`src/rtl/if_stage.sv`:
```
// Instruction fetch stage: PC register, IF/ID pipeline register and a
// BOOT/RUN/HALT controller. Instruction memory is combinational and outside
// this block; it answers instr_addr with instruction_in in the same cycle.
//
// Control contract: stall and flush are level inputs sampled on each rising
// clk edge. stall=1 holds the PC and IF/ID. flush=1 replaces the IF/ID
// contents with a bubble on that edge. branch_taken=1 redirects the PC on that
// edge and also writes a bubble. The order of precedence is misaligned
// redirect, then branch, then flush, then stall, then normal advance.
// Nothing is accepted in BOOT or HALT.
module if_stage #(
  parameter logic [63:0] RESET_PC  = 64'd40,
  parameter logic [63:0] LAST_PC   = 64'd84,
  parameter logic [31:0] NOP_INSTR = 32'h00000013
) (
  input  logic        clk,
  input  logic        rst_n,
  input  logic        stall,
  input  logic        flush,
  input  logic        branch_taken,
  input  logic [63:0] branch_target,
  input  logic [31:0] instruction_in,
  output logic [63:0] instr_addr,
  output logic [63:0] if_id_pc,
  output logic [31:0] if_id_instr,
  output logic        if_id_valid,
  output logic        halted,
  output logic        misalign_err,
  output logic [1:0]  dbg_state
);

  typedef enum logic [1:0] {
    ST_BOOT = 2'd0,
    ST_RUN  = 2'd1,
    ST_HALT = 2'd2
  } state_t;

  state_t      r_state;
  state_t      w_state_nxt;

  logic [63:0] r_pc;
  logic [63:0] r_if_id_pc;
  logic [31:0] r_if_id_instr;
  logic        r_if_id_valid;
  logic        r_misalign_err;

  logic [63:0] w_pc_nxt;
  logic [63:0] w_if_id_pc_nxt;
  logic [31:0] w_if_id_instr_nxt;
  logic        w_if_id_valid_nxt;
  logic        w_misalign_err_nxt;

  logic [63:0] w_pc_plus4;
  logic        w_misalign_redirect;
  logic        w_target_past_end;
  logic        w_advance_past_end;

  // PC+4 wraps modulo 2^64; only the LAST_PC comparison can stop fetching.
  assign w_pc_plus4          = r_pc + 64'd4;
  assign w_misalign_redirect = branch_taken && (branch_target[1:0] != 2'b00);
  assign w_target_past_end   = branch_target > LAST_PC;
  assign w_advance_past_end  = w_pc_plus4 > LAST_PC;

  // State register: reset always restarts in BOOT.
  always_ff @(posedge clk or negedge rst_n) begin
    if (!rst_n) begin
      r_state <= ST_BOOT;
    end else begin
      r_state <= w_state_nxt;
    end
  end

  // Next-state logic: BOOT lasts one cycle, HALT is left only by reset.
  always_comb begin
    w_state_nxt = r_state;
    unique case (r_state)
      ST_BOOT: w_state_nxt = ST_RUN;
      ST_RUN: begin
        if (w_misalign_redirect) begin
          w_state_nxt = ST_HALT;
        end else if (branch_taken) begin
          w_state_nxt = w_target_past_end ? ST_HALT : ST_RUN;
        end else if (stall) begin
          // Stalled (with or without flush): PC holds, so no end-of-program check.
          w_state_nxt = ST_RUN;
        end else if (w_advance_past_end) begin
          w_state_nxt = ST_HALT;
        end
      end
      ST_HALT: w_state_nxt = ST_HALT;
      default: w_state_nxt = ST_BOOT;
    endcase
  end

  // Output/datapath logic: next PC, next IF/ID contents and the sticky error.
  always_comb begin
    w_pc_nxt           = r_pc;
    w_if_id_pc_nxt     = r_if_id_pc;
    w_if_id_instr_nxt  = r_if_id_instr;
    w_if_id_valid_nxt  = r_if_id_valid;
    w_misalign_err_nxt = r_misalign_err;
    unique case (r_state)
      ST_BOOT: begin
        // Inputs ignored; the first fetch address is presented for one cycle.
        w_if_id_valid_nxt = 1'b0;
      end
      ST_RUN: begin
        if (w_misalign_redirect) begin
          // Bad redirect: keep the PC, drop IF/ID and record the error.
          w_misalign_err_nxt = 1'b1;
          w_if_id_pc_nxt     = r_pc;
          w_if_id_instr_nxt  = NOP_INSTR;
          w_if_id_valid_nxt  = 1'b0;
        end else if (branch_taken) begin
          // Redirect wins over stall; the wrong-path fetch becomes a bubble.
          w_pc_nxt          = branch_target;
          w_if_id_pc_nxt    = r_pc;
          w_if_id_instr_nxt = NOP_INSTR;
          w_if_id_valid_nxt = 1'b0;
        end else if (flush) begin
          // Flush squashes IF/ID; the PC still obeys stall.
          w_if_id_pc_nxt    = r_pc;
          w_if_id_instr_nxt = NOP_INSTR;
          w_if_id_valid_nxt = 1'b0;
          if (!stall) begin
            w_pc_nxt = w_pc_plus4;
          end
        end else if (!stall) begin
          // Normal advance: capture this fetch, move to the next word.
          w_pc_nxt          = w_pc_plus4;
          w_if_id_pc_nxt    = r_pc;
          w_if_id_instr_nxt = instruction_in;
          w_if_id_valid_nxt = 1'b1;
        end
      end
      ST_HALT: begin
        // Everything frozen except that IF/ID no longer presents a real op.
        w_if_id_valid_nxt = 1'b0;
      end
      default: begin
        w_if_id_valid_nxt = 1'b0;
      end
    endcase
  end

  // PC, IF/ID and error flag registers.
  always_ff @(posedge clk or negedge rst_n) begin
    if (!rst_n) begin
      r_pc           <= RESET_PC;
      r_if_id_pc     <= 64'd0;
      r_if_id_instr  <= NOP_INSTR;
      r_if_id_valid  <= 1'b0;
      r_misalign_err <= 1'b0;
    end else begin
      r_pc           <= w_pc_nxt;
      r_if_id_pc     <= w_if_id_pc_nxt;
      r_if_id_instr  <= w_if_id_instr_nxt;
      r_if_id_valid  <= w_if_id_valid_nxt;
      r_misalign_err <= w_misalign_err_nxt;
    end
  end

  assign instr_addr   = r_pc;
  assign if_id_pc     = r_if_id_pc;
  assign if_id_instr  = r_if_id_instr;
  assign if_id_valid  = r_if_id_valid;
  assign halted       = (r_state == ST_HALT);
  assign misalign_err = r_misalign_err;
  assign dbg_state    = r_state;

endmodule
```
`config.mk`:
```
export PLATFORM = sky130hd
export DESIGN_NAME = if_stage
export DESIGN_NICKNAME = d
export VERILOG_FILES = /design/src/rtl/if_stage.sv
export SDC_FILE = /design/constraint.sdc
export NUM_CORES = 1
export LEC_CHECK = 0
export CORE_MARGIN = 5
export CORE_UTILIZATION = 50
export CTS_CLUSTER_SIZE = 12
export DETAILED_ROUTE_END_ITERATION = 7
export PLACE_DENSITY = 0.84
export SLEW_MARGIN = 25
export SYNTH_ARGS = -nofsm -noshare
export SYNTH_HDL_FRONTEND = slang
export SYNTH_SLANG_ARGS = --single-unit
```
`constraint.sdc`:
```
create_clock -name clk -period 9.3 [get_ports clk]
set_input_delay 2.325 -clock clk [delete_from_list [all_inputs] [get_ports clk]]
set_output_delay 2.325 -clock clk [all_outputs]
set_load 0.01 [all_outputs]
```
==> out/results.tsv <==
stage	metric	value	unit
die	io_pins	266	
worst_setup_path	worst-path-max-fanout	91	
clock_tree	cts_setup_buffers	0	
synthesis	netlist_instances	1081	
die	die_w	144.9	microns
global_routing	overflow	0	
job	cap_violations	0	
synthesis	ys_seq_area_share	45.19	%
global_routing	antenna_found_initial	0	
worst_setup_path	crit_family	buffers and inverters	
worst_setup_path	crit_chain	clkdlybuf4s50_1 > buf_4 > inv_1 > or2_2 > a21boi_0 > nor2_4 > buf_4 > nand3_1 > o21ai_0 > a31oi_1	
routing	num_vias	9703	
worst_setup_path	criticalPathCategory	input port to register	
synthesis	synth_edf_count	0	
clock_tree	clock_path_buffers	2	
global_routing	grt_max_degree	111	
synthesis	synth-main-ff-cell	dfrtp_1	
run_status	outcome	finished clean	
routing	drc	0	
die	coreArea	0.01796	sq mm
worst_setup_path	r2r_end	dbg_state[1]$_DFFE_PN0P_	
synthesis	synthTopCellsByArea	dfrtp_1 44%, nand2_1 8.4%, o22ai_1 3.8%, nor2_1 3.2%, a21oi_1 3.1%	
clock_tree	clock_sinks	164	
final_layout	drive_above_1_share	6.394	%
power_and_ir_drop	power-per-cell-area	274.5	mW/mm^2
synthesis	ys_warn_count	0	
routing	wl	35270	microns
clock_tree	clk_latency	0.44	ns
worst_setup_path	r2r-start	instr_addr[3]$_DFFE_PN1P_	
synthesis	synth_top_area_share	43.75	%
worst_setup_path	r2r_slack	4.81	ns
timing	skew	0.01321	ns
routing	first_pass_iters	8	
worst_setup_path	critPathCaptureType	register	
die	fp.dieH	144.9	microns
global_routing	grtUsageTotal	33.32	%
timing	slew_violations	0	
synthesis	syn_area	0.009095	sq mm
worst_setup_path	cp.buffers_inverters	4	
clock_tree	ctsRootBufferMaster	clkbuf_16	
synthesis	avgSynthCellArea	8.413	sq um
worst_setup_path	path_common_cell	buf_4	
clock_tree	cts-buffers-inserted	17	
worst_setup_path	cp.required	9.58	ns
synthesis	async_reset_ff_share	100.0	%
final_layout	diodes	0	
die	die-area	0.02099	sq mm
routing	avgRoutedWirePerCell	23.10	microns
timing	worst_slew_pin_slew	1.033	ns
worst_setup_path	start_kind	input port	
timing	tns	0	ns
final_layout	fill_cells	1511	
timing	post-route-period-util	55.95	%
timing	setup_viol	0	
die	start_util	50.63	%
timing	timing_hold_violations_final	0	
worst_setup_path	cpMaxStageDelayCell	buf_4	
timing	whs	0.4764	ns
routing	dr.first_iter.drc_count	1024	
timing	fmax	0.1922	GHz
clock_tree	ctsResizeCount	0	
global_routing	grt_pass1_vias	9268	
clock_tree	clk_pin_slew	0.07	ns
clock_tree	cts_tree	built	
routing	drtAntennaViolNets	0	
synthesis	yosysMostFrequentCell	nand2_1	
power_and_ir_drop	vdd_ir_drop_max	0.1829	mV
worst_setup_path	worst_r2r_path_depth	10	
global_routing	grt_pass1_wl	53890	microns
synthesis	synth_common_cells	203 x nand2_1, 159 x dfrtp_1, 77 x nor2_1, 60 x clkbuf_1, 57 x a21oi_1	
routing	vias_per_cell	6.354	
worst_hold_path	min-delay-start	misalign_err$_DFFE_PN0P_	
timing	fin_crit	5.203	ns
placement	gp_congestion	0.9927	
final_layout	fin_nets	1389	
die	rows	49	
timing	rsz0062_at_grt	no	
synthesis	syn_nets	1185	
clock_tree	ctsHoldBuffers	0	
worst_hold_path	min_path_cells	1	
placement	io_buffers	265	
synthesis	ys_types	69	
placement	hpwlAfterDp	25750	microns
clock_tree	h-tree-depth	4	
worst_setup_path	critPathMaxStageDelay	0.71	ns
final_layout	synthToLayoutAreaGrowth	35.87	%
worst_hold_path	hold_path_class	register to register	
synthesis	synth.largest_area_cell	dfrtp_1	
synthesis	ys_ff_latch	164	
timing	relSlewSlack	30.62	%
power_and_ir_drop	leakage	4.998	nW
worst_hold_path	holdPathEnd	misalign_err$_DFFE_PN0P_	
worst_setup_path	crit_arrival	5.48	ns
## per-layer routing
layer	up-vias	part of all wire (%)	track usage [%]	wire [microns]
li1	4341	-	-	-
met1	4680	41	46.74	14460
met2	615	45	51.36	15970
met3	67	11	8.511	4037
met4	0	2.3	9.622	809
met5	-	0	0	0
## layout make-up
cell class,instances,area [sq um],share of cell area (%)
tap,229,286.5,2.319
sequential,164,4110,33.26
clock inverter,14,142.6,1.154
clock buffer,18,429.2,3.473
timing repair buffer,275,2729,22.08
inverter,20,75.07,0.6075
multi-input combinational,807,4584,37.10
## state kept, by name, indices dropped and copies added, names as in the netlist
| register | count |
|---|---|
| if_id_valid | 1 |
| if_id_instr | 32 |
| misalign_err | 1 |
| dbg_state | 2 |
| if_id_pc | 64 |
| instr_addr | 64 |
## worst register-to-register path: stages (launching register included)
cell and delay (ns):
dfstp_2 0.65, ha_1 0.37, nand3_1 0.31, nor4_2 0.94, buf_4 0.32, nand3_1 0.16
nor2_1 0.39, xor2_1 0.12, or4_1 0.55, nor4_1 0.39, a31oi_1 0.14
## logic make-up after synthesis
group | count (synthesis) | synth area share, %
AND/OR/NAND/NOR | 512 | 27.86
AO/OA/AOI/OAI | 258 | 18.17
flip-flops | 164 | 45.19
buffers and inverters | 110 | 4.925
XOR/XNOR | 25 | 2.407
multiplexers | 9 | 1.032
adder cells (fa/ha/maj) | 3 | 0.4128
## worst max path at each step
| stage | start | cells after the start | to | slack (ns) |
|---|---|---|---|---|
| final | branch_taken | 10 | instr_addr[34]$_DFFE_PN0P_ | 4.10 |
| after global routing | branch_taken | 10 | instr_addr[34]$_DFFE_PN0P_ | 3.99 |
| after detailed placement | branch_taken | 10 | instr_addr[8]$_DFFE_PN0P_ | 3.67 |
| after floorplan | branch_taken | 10 | instr_addr[34]$_DFFE_PN0P_ | 5.08 |
| after global placement | branch_taken | 10 | instr_addr[22]$_DFFE_PN0P_ | 3.80 |
| after CTS | branch_taken | 10 | instr_addr[22]$_DFFE_PN0P_ | 4.09 |
## cell usage in the layout, fill, tap and decap left out, drive strengths merged, types with 4 or more instances in the layout
master and n:
nor2 77, or4 14, and3 16, xnor2 15, and2 6, a22o 29, mux2i 6, nand3 58
o22ai 55, dfstp 5, a21o 4, nor3 33, clkbuf 18, o21ai 53, inv 26, buf 11
clkdlybuf4s50 264, nand4 34, o22a 4, a21oi 57, nand2b 6, a31oi 19, nor2b 4, nor4 34
o31ai 4, xor2 10, clkinvlp 6, and4 6, or2 7, or3 8, nand2 204, dfrtp 159
## through the flow
step	area [sq um]	cells	utilization [%]	worst slack (ns)	total power, mW
after global placement	11760	1495	65.49	3.803	2.662
after global routing	12360	1527	68.79	3.991	3.586
after detailed placement	11770	1495	65.54	3.665	2.703
final	12360	1527	68.79	4.097	3.393
after floorplan	9095	1081	-	5.084	1.900
after CTS	12340	1527	68.72	4.091	3.395
## where the power goes
part,leakage (nW),switching (mW),internal (mW)
clock network,0.260,0.332,0.355
logic,2.54,0.704,0.714
registers,2.20,0.330,0.957
No activity file was read; power rests on OpenSTA's default activity.
==> patch, RTL diff (same flow settings) <==
The parameter `NOP_INSTR` goes from 32'h00000013 to 32'h00000009.
--- a/src/rtl/if_stage.sv
+++ b/src/rtl/if_stage.sv
@@ -11,7 +11,7 @@
 module if_stage #(
   parameter logic [63:0] RESET_PC  = 64'd40,
   parameter logic [63:0] LAST_PC   = 64'd84,
-  parameter logic [31:0] NOP_INSTR = 32'h00000013
+  parameter logic [31:0] NOP_INSTR = 32'h00000009
 ) (
   input  logic        clk,
   input  logic        rst_n,
Behaviour: not the same (a bounded check fails within 4 cycles, from zero or initial values and one cycle with rst_n low).
==> patch against the original RTL <==
Final area is 0.36% higher; routed wire length is 1.8% lower; sequential share of layout area is 0.13 points lower; worst setup slack worse by 460 ps; critical path type unchanged; clock skew is 3.0 ps higher; sequential cell count stayed put; synthesized area is 0.69% higher; highest routed layer unchanged; power is 1.3% lower.
==> patch: results (changes against the original RTL) <==
stage,metric,value,unit,change
power_and_ir_drop,worst vdd ir,0.2293,mV,+25%
power_and_ir_drop,Psw,1.328,mW,-2.9%
placed_design,Final HPWL DP,25530,µm,-0.87%
critical_path,Crit-path slowest cell,nor2_4,,
sta,Slew HR,33.55,%,+2.9 points
yosys,Area contributors post-synth,"dfrtp_1 44%, nand2_1 8.2%, o22ai_1 3.8%",,
routing,met2 WL,15610,µm,-2.2%
outcome,status,finished clean,,
global_routing,number of global-route vias before repair,9310,,+0.45%
yosys,cell count after synthesis,1080,,-0.093%
yosys,net count after synthesis,1184,,-0.084%
global_routing,largest net degree at the start of global routing,112,,+0.90%
layout,share of cells above drive strength 1,6.240,%,-0.15 points
layout,filler cell count,1464,,-3.1%
power_and_ir_drop,Static Leak,5.070,nW,+1.4%
critical_path,Critical Path AT,5990,ps,+510 ps
routing,vias per inst,6.344,,-0.17%
yosys,register area share after synthesis,44.87,%,-0.32 points
placed_design,DP Area,11830,µm²,+0.52%
global_routing,first-pass GRT wire length,54510,µm,+1.2%
yosys,Synth cell types,73,,+5.8%
global_routing,GRT Util Overall,32.14,%,-1.2 points
sta,Fin Clk Skew,16.20,ps,+2.997 ps
placed_design,Setup Slack @ Placement,3298,ps,-367.6 ps
critical_path,max incr delay on CP,660,ps,-50 ps
routing,drt pass-1 iters,6,,-2
routing,initial drt markers,960,,-6.3%
routing,routed wire length,34640,µm,-1.8%
placed_design,routability cong.,1.002,,+0.92%
[patch: changes by cell type after synthesis, moves of 6 or more]
cell	unedited run	this run
a21oi_1	57	65
a31oi_1	19	11
and4_1	6	14
buf_1	9	3
nand4_1	33	39
nor2_1	77	69
nor3_1	30	23
o21ai_0	53	60
[patch: logic make-up after synthesis]
group,after synthesis,share of synthesized area (%)
adder cells (fa/ha/maj),3,0.4099
buffers and inverters,108,4.864
AO/OA/AOI/OAI,270,18.83
flip-flops,164,44.87
multiplexers,5,0.5602
XOR/XNOR,22,2.104
AND/OR/NAND/NOR,508,28.36
[patch: layout make-up]
| cell class | instances | area, µm² | share of cell area, % |
|---|---|---|---|
| clock inverters | 12 | 95.09 | 0.7667 |
| flip-flops and latches | 164 | 4109 | 33.13 |
| inverters | 19 | 71.32 | 0.5751 |
| repair buffers | 275 | 2733 | 22.03 |
| well taps | 229 | 286.5 | 2.310 |
| clock buffers | 20 | 456.7 | 3.682 |
| multi-input cells | 808 | 4648 | 37.48 |
| diodes | 1 | 2.502 | 0.02018 |
[patch: tightest hold or removal path, delay by kind of cell, from the launching register on]
kind	cells	cell delay [ps]
flops	1	340
simple gates	2	100
[patch: routing by layer]
layer	track usage, %	vias up
li1	-	4369
met1	45.75	4660
met2	49.10	595
met3	7.848	69
met4	9.422	0
met5	0	-
[patch: final timing paths]
check                              start               to  slack, ps  cells after the start
setup reg to reg           instr_addr[3]     dbg_state[0]       5130                      9
hold / removal               if_id_pc[6]      if_id_pc[6]        470                      2
setup / recovery            branch_taken    instr_addr[6]       3640                     11
hold reg to reg              if_id_pc[6]      if_id_pc[6]        470                      2
max in group asynchronous          rst_n  if_id_instr[22]       6150                      2
min in group asynchronous          rst_n      if_id_pc[8]       1930                      1
[patch: power groups by stage]
stage          clock (mW)  combinational (mW)  sequential [mW]
6_report            0.672                1.41             1.27
4_1_cts             0.680                1.41             1.26
2_1_floorplan           0               0.641             1.24
5_1_grt             0.710                1.52             1.31
3_5_place_dp            0                1.40             1.27
3_3_place_gp            0                1.37             1.26
